[config.mk]
export PLATFORM = sky130hd
export DESIGN_NAME = pipeline_ctrl_flat
export DESIGN_NICKNAME = d
export VERILOG_FILES = /design/src/rtl/pipeline_ctrl_if.sv /design/src/rtl/pipeline_ctrl.sv /design/src/flat_wrapper.sv
export SDC_FILE = /design/constraint.sdc
export NUM_CORES = 1
export LEC_CHECK = 0
export CAP_MARGIN = 10
export CELL_PAD_IN_SITES_DETAIL_PLACEMENT = 1
export CELL_PAD_IN_SITES_GLOBAL_PLACEMENT = 1
export CORE_ASPECT_RATIO = 0.75
export CORE_MARGIN = 2
export CORE_UTILIZATION = 34
export DETAILED_ROUTE_END_ITERATION = 16
export PLACE_DENSITY_LB_ADDON = 0.1
export SETUP_SLACK_MARGIN = 0.5
export SLEW_MARGIN = 40
export SYNTH_ARGS = -nofsm -noshare
export SYNTH_HDL_FRONTEND = slang
export SYNTH_SLANG_ARGS = --single-unit
[constraint.sdc]
create_clock -name CLK -period 5.6 [get_ports CLK]
set_input_delay 1.4 -clock CLK [delete_from_list [all_inputs] [get_ports CLK]]
set_output_delay 1.4 -clock CLK [all_outputs]
set_load 0.02 [all_outputs]
[src/rtl/pipeline_ctrl_if.sv]
// pipeline_ctrl_if
//   Bundle between the five-stage datapath and its hazard/sequencing controller.
//   There is no valid/ready handshake on this bundle. Every signal is a
//   level sampled each cycle. The datapath drives the hazard-status inputs.
//   The controller drives the latch/PC controls and its registered status.
//
//   Datapath -> controller:
//     ihit, dhit, mem_dREN, mem_dWEN, mem_beq, mem_bne, mem_zero,
//     mem_jump, mem_halt, ex_dREN, ex_wsel[4:0], id_rs[4:0], id_rt[4:0],
//     id_uses_rt
//   Controller -> datapath:
//     pc_en, pc_sel[1:0], fetch_en, decode_en, execute_en, memory_en,
//     fetch_flush, decode_flush, execute_flush, halt,
//     stall_cnt[15:0], redirect_cnt[15:0]
//     state[1:0]  (debug view of the controller FSM: 0 RUN, 1 DSTALL, 2 HALTED)
interface pipeline_ctrl_if;
    logic       ihit;
    logic       dhit;
    logic       mem_dREN;
    logic       mem_dWEN;
    logic       mem_beq;
    logic       mem_bne;
    logic       mem_zero;
    logic       mem_jump;
    logic       mem_halt;
    logic       ex_dREN;
    logic [4:0] ex_wsel;
    logic [4:0] id_rs;
    logic [4:0] id_rt;
    logic       id_uses_rt;

    logic        pc_en;
    logic [1:0]  pc_sel;
    logic        fetch_en;
    logic        decode_en;
    logic        execute_en;
    logic        memory_en;
    logic        fetch_flush;
    logic        decode_flush;
    logic        execute_flush;
    logic        halt;
    logic [15:0] stall_cnt;
    logic [15:0] redirect_cnt;
    logic [1:0]  state;

    // Datapath side.
    modport master (
        output ihit, dhit, mem_dREN, mem_dWEN, mem_beq, mem_bne, mem_zero,
               mem_jump, mem_halt, ex_dREN, ex_wsel, id_rs, id_rt, id_uses_rt,
        input  pc_en, pc_sel, fetch_en, decode_en, execute_en, memory_en,
               fetch_flush, decode_flush, execute_flush, halt,
               stall_cnt, redirect_cnt, state
    );

    // Controller side.
    modport slave (
        input  ihit, dhit, mem_dREN, mem_dWEN, mem_beq, mem_bne, mem_zero,
               mem_jump, mem_halt, ex_dREN, ex_wsel, id_rs, id_rt, id_uses_rt,
        output pc_en, pc_sel, fetch_en, decode_en, execute_en, memory_en,
               fetch_flush, decode_flush, execute_flush, halt,
               stall_cnt, redirect_cnt, state
    );
endinterface

[src/rtl/pipeline_ctrl.sv]
// pipeline_ctrl
//   Hazard and sequencing controller for the five-stage pipeline. It drives
//   the IF/ID, ID/EX, EX/MEM and MEM/WB latch enables and flushes, the PC
//   enable and PC source select. It resolves cache-miss stalls, load-use
//   bubbles, memory-stage branch/jump redirects and the terminal halt. It also
//   keeps saturating stall and redirect counters.
//
//   Ports:
//     CLK  pipeline clock, rising edge
//     RST  synchronous active-high reset
//     bus  pipeline_ctrl_if.slave (hazard status in, latch/PC controls out)
module pipeline_ctrl (
    input  logic               CLK,
    input  logic               RST,
    pipeline_ctrl_if.slave     bus
);

    typedef enum logic [1:0] {
        ST_RUN     = 2'd0,
        ST_DSTALL  = 2'd1,
        ST_HALTED  = 2'd2
    } state_t;

    state_t state, state_n;

    logic        halt_q;
    logic [15:0] stall_cnt_q;
    logic [15:0] redirect_cnt_q;

    logic dmem, taken, redirect, advance, lu;
    logic lu_bubble, stall_inc, redirect_inc;

    logic       pc_en_c;
    logic [1:0] pc_sel_c;
    logic       fetch_en_c, decode_en_c, execute_en_c, memory_en_c;
    logic       fetch_flush_c, decode_flush_c, execute_flush_c;

    // ---------------------------------------------------------------
    // Hazard terms
    // ---------------------------------------------------------------
    assign dmem     = bus.mem_dREN | bus.mem_dWEN;
    assign taken    = (bus.mem_beq & bus.mem_zero) | (bus.mem_bne & ~bus.mem_zero);
    assign redirect = taken | bus.mem_jump;
    // mem_halt freezes everything, which also suppresses any redirect.
    assign advance  = bus.ihit & (~dmem | bus.dhit) & ~bus.mem_halt;

    // $zero is never a real destination, so a load into it cannot cause a hazard.
    assign lu = bus.ex_dREN & (bus.ex_wsel != 5'd0) &
                ((bus.ex_wsel == bus.id_rs) |
                 (bus.id_uses_rt & (bus.ex_wsel == bus.id_rt)));

    // A redirect flushes the dependent decode-stage instruction anyway, so it
    // takes priority over the bubble.
    assign lu_bubble    = advance & ~redirect & lu;
    assign stall_inc    = ~advance | lu_bubble;
    assign redirect_inc = advance & redirect;

    // ---------------------------------------------------------------
    // FSM: state register
    // ---------------------------------------------------------------
    always_ff @(posedge CLK) begin
        if (RST) begin
            state <= ST_RUN;
        end else begin
            state <= state_n;
        end
    end

    // ---------------------------------------------------------------
    // FSM: next state
    // ---------------------------------------------------------------
    always_comb begin
        state_n = state;
        case (state)
            ST_RUN: begin
                if (bus.mem_halt) begin
                    state_n = ST_HALTED;
                end else if (dmem & ~bus.dhit) begin
                    state_n = ST_DSTALL;
                end
            end
            ST_DSTALL: begin
                if (bus.mem_halt) begin
                    state_n = ST_HALTED;
                end else if (bus.dhit) begin
                    state_n = ST_RUN;
                end
            end
            ST_HALTED: state_n = ST_HALTED;
            default:   state_n = ST_RUN;
        endcase
    end

    // ---------------------------------------------------------------
    // FSM: outputs (combinational, same-cycle)
    // ---------------------------------------------------------------
    always_comb begin
        pc_en_c         = 1'b0;
        pc_sel_c        = 2'b00;
        fetch_en_c      = 1'b0;
        decode_en_c     = 1'b0;
        execute_en_c    = 1'b0;
        memory_en_c     = 1'b0;
        fetch_flush_c   = 1'b0;
        decode_flush_c  = 1'b0;
        execute_flush_c = 1'b0;

        if (RST) begin
            // Clear every latch at the reset edge; PC is reset on its own.
            fetch_en_c      = 1'b1;
            decode_en_c     = 1'b1;
            execute_en_c    = 1'b1;
            memory_en_c     = 1'b1;
            fetch_flush_c   = 1'b1;
            decode_flush_c  = 1'b1;
            execute_flush_c = 1'b1;
        end else if ((state != ST_HALTED) && advance) begin
            fetch_en_c   = 1'b1;
            decode_en_c  = 1'b1;
            execute_en_c = 1'b1;
            memory_en_c  = 1'b1;
            pc_en_c      = 1'b1;
            if (redirect) begin
                // Three younger instructions are on the wrong path.
                fetch_flush_c   = 1'b1;
                decode_flush_c  = 1'b1;
                execute_flush_c = 1'b1;
                pc_sel_c        = taken ? 2'b01 : 2'b10;
            end else if (lu) begin
                // Hold PC and IF/ID, inject a bubble into ID/EX.
                pc_en_c        = 1'b0;
                fetch_en_c     = 1'b0;
                decode_flush_c = 1'b1;
            end
        end
    end

    // ---------------------------------------------------------------
    // Registered status and saturating counters
    // ---------------------------------------------------------------
    always_ff @(posedge CLK) begin
        if (RST) begin
            halt_q         <= 1'b0;
            stall_cnt_q    <= 16'd0;
            redirect_cnt_q <= 16'd0;
        end else begin
            halt_q <= (state_n == ST_HALTED);
            if (state != ST_HALTED) begin
                if (stall_inc && (stall_cnt_q != 16'hFFFF)) begin
                    stall_cnt_q <= stall_cnt_q + 16'd1;
                end
                if (redirect_inc && (redirect_cnt_q != 16'hFFFF)) begin
                    redirect_cnt_q <= redirect_cnt_q + 16'd1;
                end
            end
        end
    end

    assign bus.pc_en         = pc_en_c;
    assign bus.pc_sel        = pc_sel_c;
    assign bus.fetch_en      = fetch_en_c;
    assign bus.decode_en     = decode_en_c;
    assign bus.execute_en    = execute_en_c;
    assign bus.memory_en     = memory_en_c;
    assign bus.fetch_flush   = fetch_flush_c;
    assign bus.decode_flush  = decode_flush_c;
    assign bus.execute_flush = execute_flush_c;
    assign bus.halt          = halt_q;
    assign bus.stall_cnt     = stall_cnt_q;
    assign bus.redirect_cnt  = redirect_cnt_q;
    assign bus.state         = state;

endmodule

[src/flat_wrapper.sv]
// flat-port wrapper written by rule: the top's interface ports become plain ports
module pipeline_ctrl_flat 
  (CLK, RST, bus_ihit, bus_dhit, bus_mem_dREN, bus_mem_dWEN, bus_mem_beq, bus_mem_bne, bus_mem_zero, bus_mem_jump, bus_mem_halt, bus_ex_dREN, bus_ex_wsel, bus_id_rs, bus_id_rt, bus_id_uses_rt, bus_pc_en, bus_pc_sel, bus_fetch_en, bus_decode_en, bus_execute_en, bus_memory_en, bus_fetch_flush, bus_decode_flush, bus_execute_flush, bus_halt, bus_stall_cnt, bus_redirect_cnt, bus_state);
  pipeline_ctrl_if bus_i ();
  input  logic CLK;
  input  logic RST;
  input wire logic [$bits(bus_i.ihit)-1:0] bus_ihit;
  input wire logic [$bits(bus_i.dhit)-1:0] bus_dhit;
  input wire logic [$bits(bus_i.mem_dREN)-1:0] bus_mem_dREN;
  input wire logic [$bits(bus_i.mem_dWEN)-1:0] bus_mem_dWEN;
  input wire logic [$bits(bus_i.mem_beq)-1:0] bus_mem_beq;
  input wire logic [$bits(bus_i.mem_bne)-1:0] bus_mem_bne;
  input wire logic [$bits(bus_i.mem_zero)-1:0] bus_mem_zero;
  input wire logic [$bits(bus_i.mem_jump)-1:0] bus_mem_jump;
  input wire logic [$bits(bus_i.mem_halt)-1:0] bus_mem_halt;
  input wire logic [$bits(bus_i.ex_dREN)-1:0] bus_ex_dREN;
  input wire logic [$bits(bus_i.ex_wsel)-1:0] bus_ex_wsel;
  input wire logic [$bits(bus_i.id_rs)-1:0] bus_id_rs;
  input wire logic [$bits(bus_i.id_rt)-1:0] bus_id_rt;
  input wire logic [$bits(bus_i.id_uses_rt)-1:0] bus_id_uses_rt;
  output wire logic [$bits(bus_i.pc_en)-1:0] bus_pc_en;
  output wire logic [$bits(bus_i.pc_sel)-1:0] bus_pc_sel;
  output wire logic [$bits(bus_i.fetch_en)-1:0] bus_fetch_en;
  output wire logic [$bits(bus_i.decode_en)-1:0] bus_decode_en;
  output wire logic [$bits(bus_i.execute_en)-1:0] bus_execute_en;
  output wire logic [$bits(bus_i.memory_en)-1:0] bus_memory_en;
  output wire logic [$bits(bus_i.fetch_flush)-1:0] bus_fetch_flush;
  output wire logic [$bits(bus_i.decode_flush)-1:0] bus_decode_flush;
  output wire logic [$bits(bus_i.execute_flush)-1:0] bus_execute_flush;
  output wire logic [$bits(bus_i.halt)-1:0] bus_halt;
  output wire logic [$bits(bus_i.stall_cnt)-1:0] bus_stall_cnt;
  output wire logic [$bits(bus_i.redirect_cnt)-1:0] bus_redirect_cnt;
  output wire logic [$bits(bus_i.state)-1:0] bus_state;
  assign bus_i.ihit = bus_ihit;
  assign bus_i.dhit = bus_dhit;
  assign bus_i.mem_dREN = bus_mem_dREN;
  assign bus_i.mem_dWEN = bus_mem_dWEN;
  assign bus_i.mem_beq = bus_mem_beq;
  assign bus_i.mem_bne = bus_mem_bne;
  assign bus_i.mem_zero = bus_mem_zero;
  assign bus_i.mem_jump = bus_mem_jump;
  assign bus_i.mem_halt = bus_mem_halt;
  assign bus_i.ex_dREN = bus_ex_dREN;
  assign bus_i.ex_wsel = bus_ex_wsel;
  assign bus_i.id_rs = bus_id_rs;
  assign bus_i.id_rt = bus_id_rt;
  assign bus_i.id_uses_rt = bus_id_uses_rt;
  assign bus_pc_en = bus_i.pc_en;
  assign bus_pc_sel = bus_i.pc_sel;
  assign bus_fetch_en = bus_i.fetch_en;
  assign bus_decode_en = bus_i.decode_en;
  assign bus_execute_en = bus_i.execute_en;
  assign bus_memory_en = bus_i.memory_en;
  assign bus_fetch_flush = bus_i.fetch_flush;
  assign bus_decode_flush = bus_i.decode_flush;
  assign bus_execute_flush = bus_i.execute_flush;
  assign bus_halt = bus_i.halt;
  assign bus_stall_cnt = bus_i.stall_cnt;
  assign bus_redirect_cnt = bus_i.redirect_cnt;
  assign bus_state = bus_i.state;
  pipeline_ctrl u_core (.CLK(CLK), .RST(RST), .bus(bus_i));
endmodule
# --- Yosys cells after proc, flatten, opt, wreduce, memory -nomap -nowiden ---
# Index checks and enable logic that the tools add are counted.
totals:
  wordCells: 67
  mem_bits_ro: 0
  in_bits: 28
  output_inout_bits: 45
  register_bits: 35
  ram_bits: 0
  latchBits: 0
  n_memories: 0
op_classes:
  bitwise_logic: 23
  reduce_logical: 7
  n_shift: 0
  n_lt_le_gt_ge: 0
  addsub: 2
  muxes: 23
  n_mul: 0
  eq_ne: 8
  div: 0
op_table:
  columns: ["cell", "n"]
  rows:
  - ["$add A16 B1 Y16 const B", 2]
  - ["$ne A16 B16 Y1 const B", 2]
  - ["$mux W2", 8]
  - ["$mux W1", 14]
  - ["$and A1 B1 Y1", 11]
  - ["$eq A5 B5 Y1", 2]
  - ["$not A1 Y1", 6]
  - ["$or A1 B1 Y1", 6]
  - ["$pmux W2 S3", 1]
  - ["$reduce_bool A5 Y1", 1]
  - ["$eq A2 B2 Y1 const B", 2]
  - ["$reduce_and A2 Y1", 2]
  - ["$logic_and A1 B1 Y1", 3]
  - ["$eq A2 B1 Y1 const B", 1]
  - ["$logic_not A2 Y1", 1]
  - ["$ne A2 B2 Y1 const B", 1]

# --- Depth between registers and ports, before layout ---
logic_depth:
  word_depth: 10
  depth_mapped: 9
  ltp_nobuf: 7

# --- Worst setup path before layout ---
# OpenSTA, ideal clock, no wires.
synth_path:
  path_kind: "input -> output"
  from: "input bus_ex_wsel[0]"
  to: "output bus_pc_en"
  stages: 4
  arrival_time_ps: 2678
  path_buffers: 0
  path_slack_ps: 1522
  t_required_ps: 4200
  cell_sequence: "or4_1 > o2111ai_2 > nor2b_1 > nor3_1"
synth_via:
  elab_chain_len: 8
  elab_cells_between_ends: 11
  cone_classes: "2 x eq/ne; 4 x mux; 4 x bitwise; 1 x reduce/logical"
synth_lines:
  columns: ["item", "line", "text"]
  rows:
  - ["start, declared", "flat_wrapper.sv:17", "input wire logic [$bits(bus_i.ex_wsel)-1:0] bus_ex_wsel;"]
  - ["$eq A5 B5 Y1", "pipeline_ctrl.sv:50", "(bus.id_uses_rt & (bus.ex_wsel == bus.id_rt)));"]
  - ["$and A1 B1 Y1", "pipeline_ctrl.sv:50", null]
  - ["$or A1 B1 Y1", "pipeline_ctrl.sv:49", "((bus.ex_wsel == bus.id_rs) |"]
  - ["$and A1 B1 Y1 (*)", "pipeline_ctrl.sv:48", "assign lu = bus.ex_dREN & (bus.ex_wsel != 5'd0) &"]
  - ["$mux W1 (*)", "pipeline_ctrl.sv:129", "end else if (lu) begin"]
  - ["$mux W1 (*)", "pipeline_ctrl.sv:123", "if (redirect) begin"]
  - ["$mux W1 (*)", "pipeline_ctrl.sv:117", "end else if ((state != ST_HALTED) && advance) begin"]
  - ["$mux W1 (*)", "pipeline_ctrl.sv:108", "if (RST) begin"]
  - ["end, declared", "flat_wrapper.sv:21", "output wire logic [$bits(bus_i.pc_en)-1:0] bus_pc_en;"]
# Every way passes the cells marked *; elsewhere a longest branch is shown, timed or not.

# --- Worst setup path in the final report ---
layout_path:
  from: "input bus_mem_halt"
  to: "output bus_decode_flush"
layout_via:
  elab_chain_len: 5
layout_lines:
  columns: ["item", "line", "text"]
  rows:
  - ["start, declared", "flat_wrapper.sv:15", "input wire logic [$bits(bus_i.mem_halt)-1:0] bus_mem_halt;"]
  - ["$not A1 Y1", "pipeline_ctrl.sv:45", "assign advance = bus.ihit & (~dmem | bus.dhit) & ~bus.mem_halt;"]
  - ["$and A1 B1 Y1", "pipeline_ctrl.sv:45", null]
  - ["$logic_and A1 B1 Y1", "pipeline_ctrl.sv:117", null]
  - ["$mux W1", "pipeline_ctrl.sv:117", null]
  - ["$mux W1", "pipeline_ctrl.sv:108", null]
  - ["end, declared", "flat_wrapper.sv:28", "output wire logic [$bits(bus_i.decode_flush)-1:0] bus_decode_flush;"]
# Every way passes these cells.

==> results by stage <==
Timing:
- The max-slew violation total from the final report came to 0.
- Setup repair after global routing left no endpoint under its margin.
- Adding up every negative setup slack in the final design gives 0 ps.
- The minimum clock period is 4950 ps.
- Setup violations remaining at the end of the flow were counted as 0.
- The final critical path takes up 88.4% of the cycle.
- Final hold analysis gives a worst-case slack of 512 ps.
- At the pin with the least slew margin, the transition time is 665 ps.
- The final number of hold-violating endpoints is 0.
- Between clock sinks in the finished design, the worst skew comes to 10.8 ps.
- Timing would allow up to 202 MHz.
- Headroom to the max-slew limit came out at 55.6%.

Die:
- The number of core rows is 23.
- The starting utilization of the core area is 35.3%.
- The area of the die is 6210 um^2.
- The region available for standard cell placement spans 5380 um^2.
- The horizontal die dimension is 90.3 um.
- The floorplan step set the die height to 68.8 um.
- The I/O pin count is 73.

Setup path:
- The category of the most critical setup path is input port to output pin.
- On the worst path, the slowest cell contributes a delay of 620 ps.
- The data required time at the worst endpoint is 4200 ps.
- The slowest library cell on the worst path is sky130_fd_sc_hd__clkdlybuf4s50_1.
- The buffers plus inverters on the worst setup path is 2.
- The most repeated library cell on the critical path is sky130_fd_sc_hd__clkdlybuf4s50_1.
- STA classifies the critical path startpoint as an input port.
- In this run the worst path has a maximum fanout of 6.
- Grouping stages by cell kind, the critical path spends the most delay in buffers and inverters.
- The sort of element at the end of the critical path is an output pin.
- The critical path goes through clkdlybuf4s50_1 -> nand2b_1 -> a2111oi_4 -> or2_2 -> o21bai_1 -> clkdlybuf4s50_1.
- The data arrival at the endpoint of the critical path is 3550 ps.

Synthesis:
- The post-synthesis net count is 258.
- Each instance of the synthesized netlist takes up on average 8.34 um^2.
- For this run, the register share of the synthesized area comes to 36.9%.
- Summing every instance area after synthesis gives 1900 um^2.
- The number of distinct library cells after synthesis is 38.
- Of all flip-flops after synthesis, the portion carrying an async set or reset was 0%.
- The library cell with the largest summed area after synthesis is sky130_fd_sc_hd__dfxtp_1.
- Yosys attributes the largest share of cell area to sky130_fd_sc_hd__dfxtp_1, sky130_fd_sc_hd__or3_1, sky130_fd_sc_hd__a21oi_1.
- In this run the biggest area consumer among cell types represents 36.9% of the synthesized area.
- Among all flip-flop cells after synthesis, the most frequent one is sky130_fd_sc_hd__dfxtp_1.
- The count of synthesis-stage warnings from yosys is 0.
- Synthesis produced a netlist whose cell count is 228.
- The number of flip-flops and latches in the synthesized netlist is 35.
- Yosys mapped a number of flops with a built-in enable equal to 0.

Routing:
- In the routed layout, each cell is associated on average with a via count of 5.19.
- The average wire per standard cell is 15.1 um.
- The number of antenna-violating nets in the routed design is 0.
- The DRC violation count after routing is 0.
- Before antenna repair, the detailed router went through 4 iterations.
- The routed layout has 1936 vias.
- The post-detailed-routing wire length is 5620 um.
- After the first detailed-routing iteration, the DRC count stood at 34.

Place:
- The weighted congestion at the end of routability-driven global placement is 0.783.
- The number of buffers added on ports is 72.
- Once placement finished, the instance area stood at 2670 um^2.
- The placed wire-length estimate is 4390 um.

Final layout:
- Leaving out fill and tap cells, the most frequent cell in the layout is sky130_fd_sc_hd__clkdlybuf4s50_1.
- The net count of the finished layout is 328.
- The number of fill cells is 657.
- 0 antenna diodes ended up in the layout.
- The finished cells cover 2750 um^2.
- Of the cells placed in the final design, the portion with a size suffix greater than 1 is 5.70%.
- In the layout the commonest cells are sky130_fd_sc_hd__clkdlybuf4s50_1, sky130_fd_sc_hd__dfxtp_1, sky130_fd_sc_hd__nand2_1, sky130_fd_sc_hd__a21oi_1, sky130_fd_sc_hd__or3_1.
- From synthesis to final layout, the design area changed by 44.8%.
- Cells fill 51.2% of the core in the end.

Clock tree:
- The worst-skew pair later-pin latency is 280 ps.
- After clock tree synthesis, the clock-pin slew on the worst setup and hold paths is 80 ps.
- The post-CTS setup buffer count is 0.
- The root buffer cell chosen for the clock tree is sky130_fd_sc_hd__clkbuf_8.
- The total number of clock tree sinks is 35.
- The clock passes through at most 2 buffers.
- The total number of H-tree levels is 2.
- In this run, CTS created clock tree buffers numbering 5.
- Hold repair after CTS inserted 0 buffers.
- The number of gates resized after CTS is 0.
- The TritonCTS clock tree is yes.

GRT:
- Entering global routing, the biggest net connects 31 pins.
- The via count of the first global-routing pass is 1851.
- The initial antenna violation count is 0.
- The wire length of the first global-routing pass is 9030 um.
- The global-route usage over all layers is 18.2%.
- After global routing the overflow that remains totals 0.

Worst hold path:
- The worst hold path belongs to the class flop to flop.

Pwr:
- The analysis attributes to cell leakage a power of 0.000903 uW.
- The power density relative to cell area is 194 nW/um^2.
- The maximum VDD drop is 103 uV.

Job:
- The max-capacitance violation count is 0.

Run status:
- The flow ran to the end, and the final reports show no timing, DRC or antenna violations.
[sequential cells by signal, summed over array words and instances, names as in the netlist]
| signal | cells |
|---|---|
| u_core.bus.halt | 1 |
| u_core.bus.redirect_cnt | 16 |
| u_core.bus.stall_cnt | 16 |
| u_core.bus.state | 2 |
[stage by stage]
step,total power [uW],instances,setup slack (ps)
detailed placement,363,366,642
global placement,359,366,670
floorplan,316,228,1520
CTS,542,373,632
global route,560,373,503
finish,533,373,652
[cell families (layout without fill, tap and decap cells)]
logic type,Yosys count,after routing,share of synthesized area [%]
buf+inv,14,84,3.95
fa+ha+maj,2,2,1.32
mux,3,3,1.78
compound gates,52,52,18.4
flops,35,35,36.9
xor+xnor,20,20,9.22
simple gates,102,102,28.4
[final cells by class]
class | count | area (um^2) | area share (%)
Sequential cell | 35 | 701 | 25.5
Clock inverter | 2 | 13.8 | 0.500
Multi-Input combinational cell | 179 | 1130 | 41.1
Tap cell | 75 | 93.8 | 3.41
Clock buffer | 5 | 68.8 | 2.50
Timing Repair Buffer | 73 | 728 | 26.5
Inverter | 4 | 15.0 | 0.545
[Yosys cell counts, types with 4 or more instances]
master and number:
sky130_fd_sc_hd__xor2_1 9, sky130_fd_sc_hd__nor2_1 15, sky130_fd_sc_hd__clkbuf_1 5, sky130_fd_sc_hd__nand4_1 8, sky130_fd_sc_hd__nor3_1 7, sky130_fd_sc_hd__or3_1 17
sky130_fd_sc_hd__a21oi_1 20, sky130_fd_sc_hd__o21ai_0 10, sky130_fd_sc_hd__nand3_1 9, sky130_fd_sc_hd__o21ai_1 9, sky130_fd_sc_hd__buf_4 4, sky130_fd_sc_hd__dfxtp_1 35
sky130_fd_sc_hd__inv_1 4, sky130_fd_sc_hd__nand2_1 20, sky130_fd_sc_hd__nand2b_1 4, sky130_fd_sc_hd__and3_1 7, sky130_fd_sc_hd__xnor2_1 11
[power by group]
group          total [uW]  internal, uW  switching [uW]
registers             259           254            5.36
logic                96.8          48.3            48.5
clock network         177          85.0            91.9
[layer usage]
layer  vias up  GRT usage (%)  wire length, um
li1        967              -                -
met1       916           24.8             2750
met2        51           29.9             2540
met3         2           4.78              308
met4         0           3.46               27
met5         -              0                0
[worst reg2reg max path, cell delays in order, from the launching register on]
cell                      delay, ps
sky130_fd_sc_hd__dfxtp_1        400
sky130_fd_sc_hd__ha_1           250
sky130_fd_sc_hd__nand3_1        170
sky130_fd_sc_hd__nor4_1         510
sky130_fd_sc_hd__nor3_1         160
sky130_fd_sc_hd__a21oi_4        590
sky130_fd_sc_hd__nor4_1         150
sky130_fd_sc_hd__o21ba_2        220
[worst paths after layout]
check                                 from                       end  slack, ps  depth (start not counted)
setup reg to reg   u_core.bus.stall_cnt[0]  u_core.bus.stall_cnt[13]       3050                          7
setup / recovery              bus_mem_halt          bus_decode_flush        650                          6
hold / removal    u_core.bus.stall_cnt[15]  u_core.bus.stall_cnt[15]        510                          2
hold reg to reg   u_core.bus.stall_cnt[15]  u_core.bus.stall_cnt[15]        510                          2
Note: power is estimated with default switching activity, not from simulation.
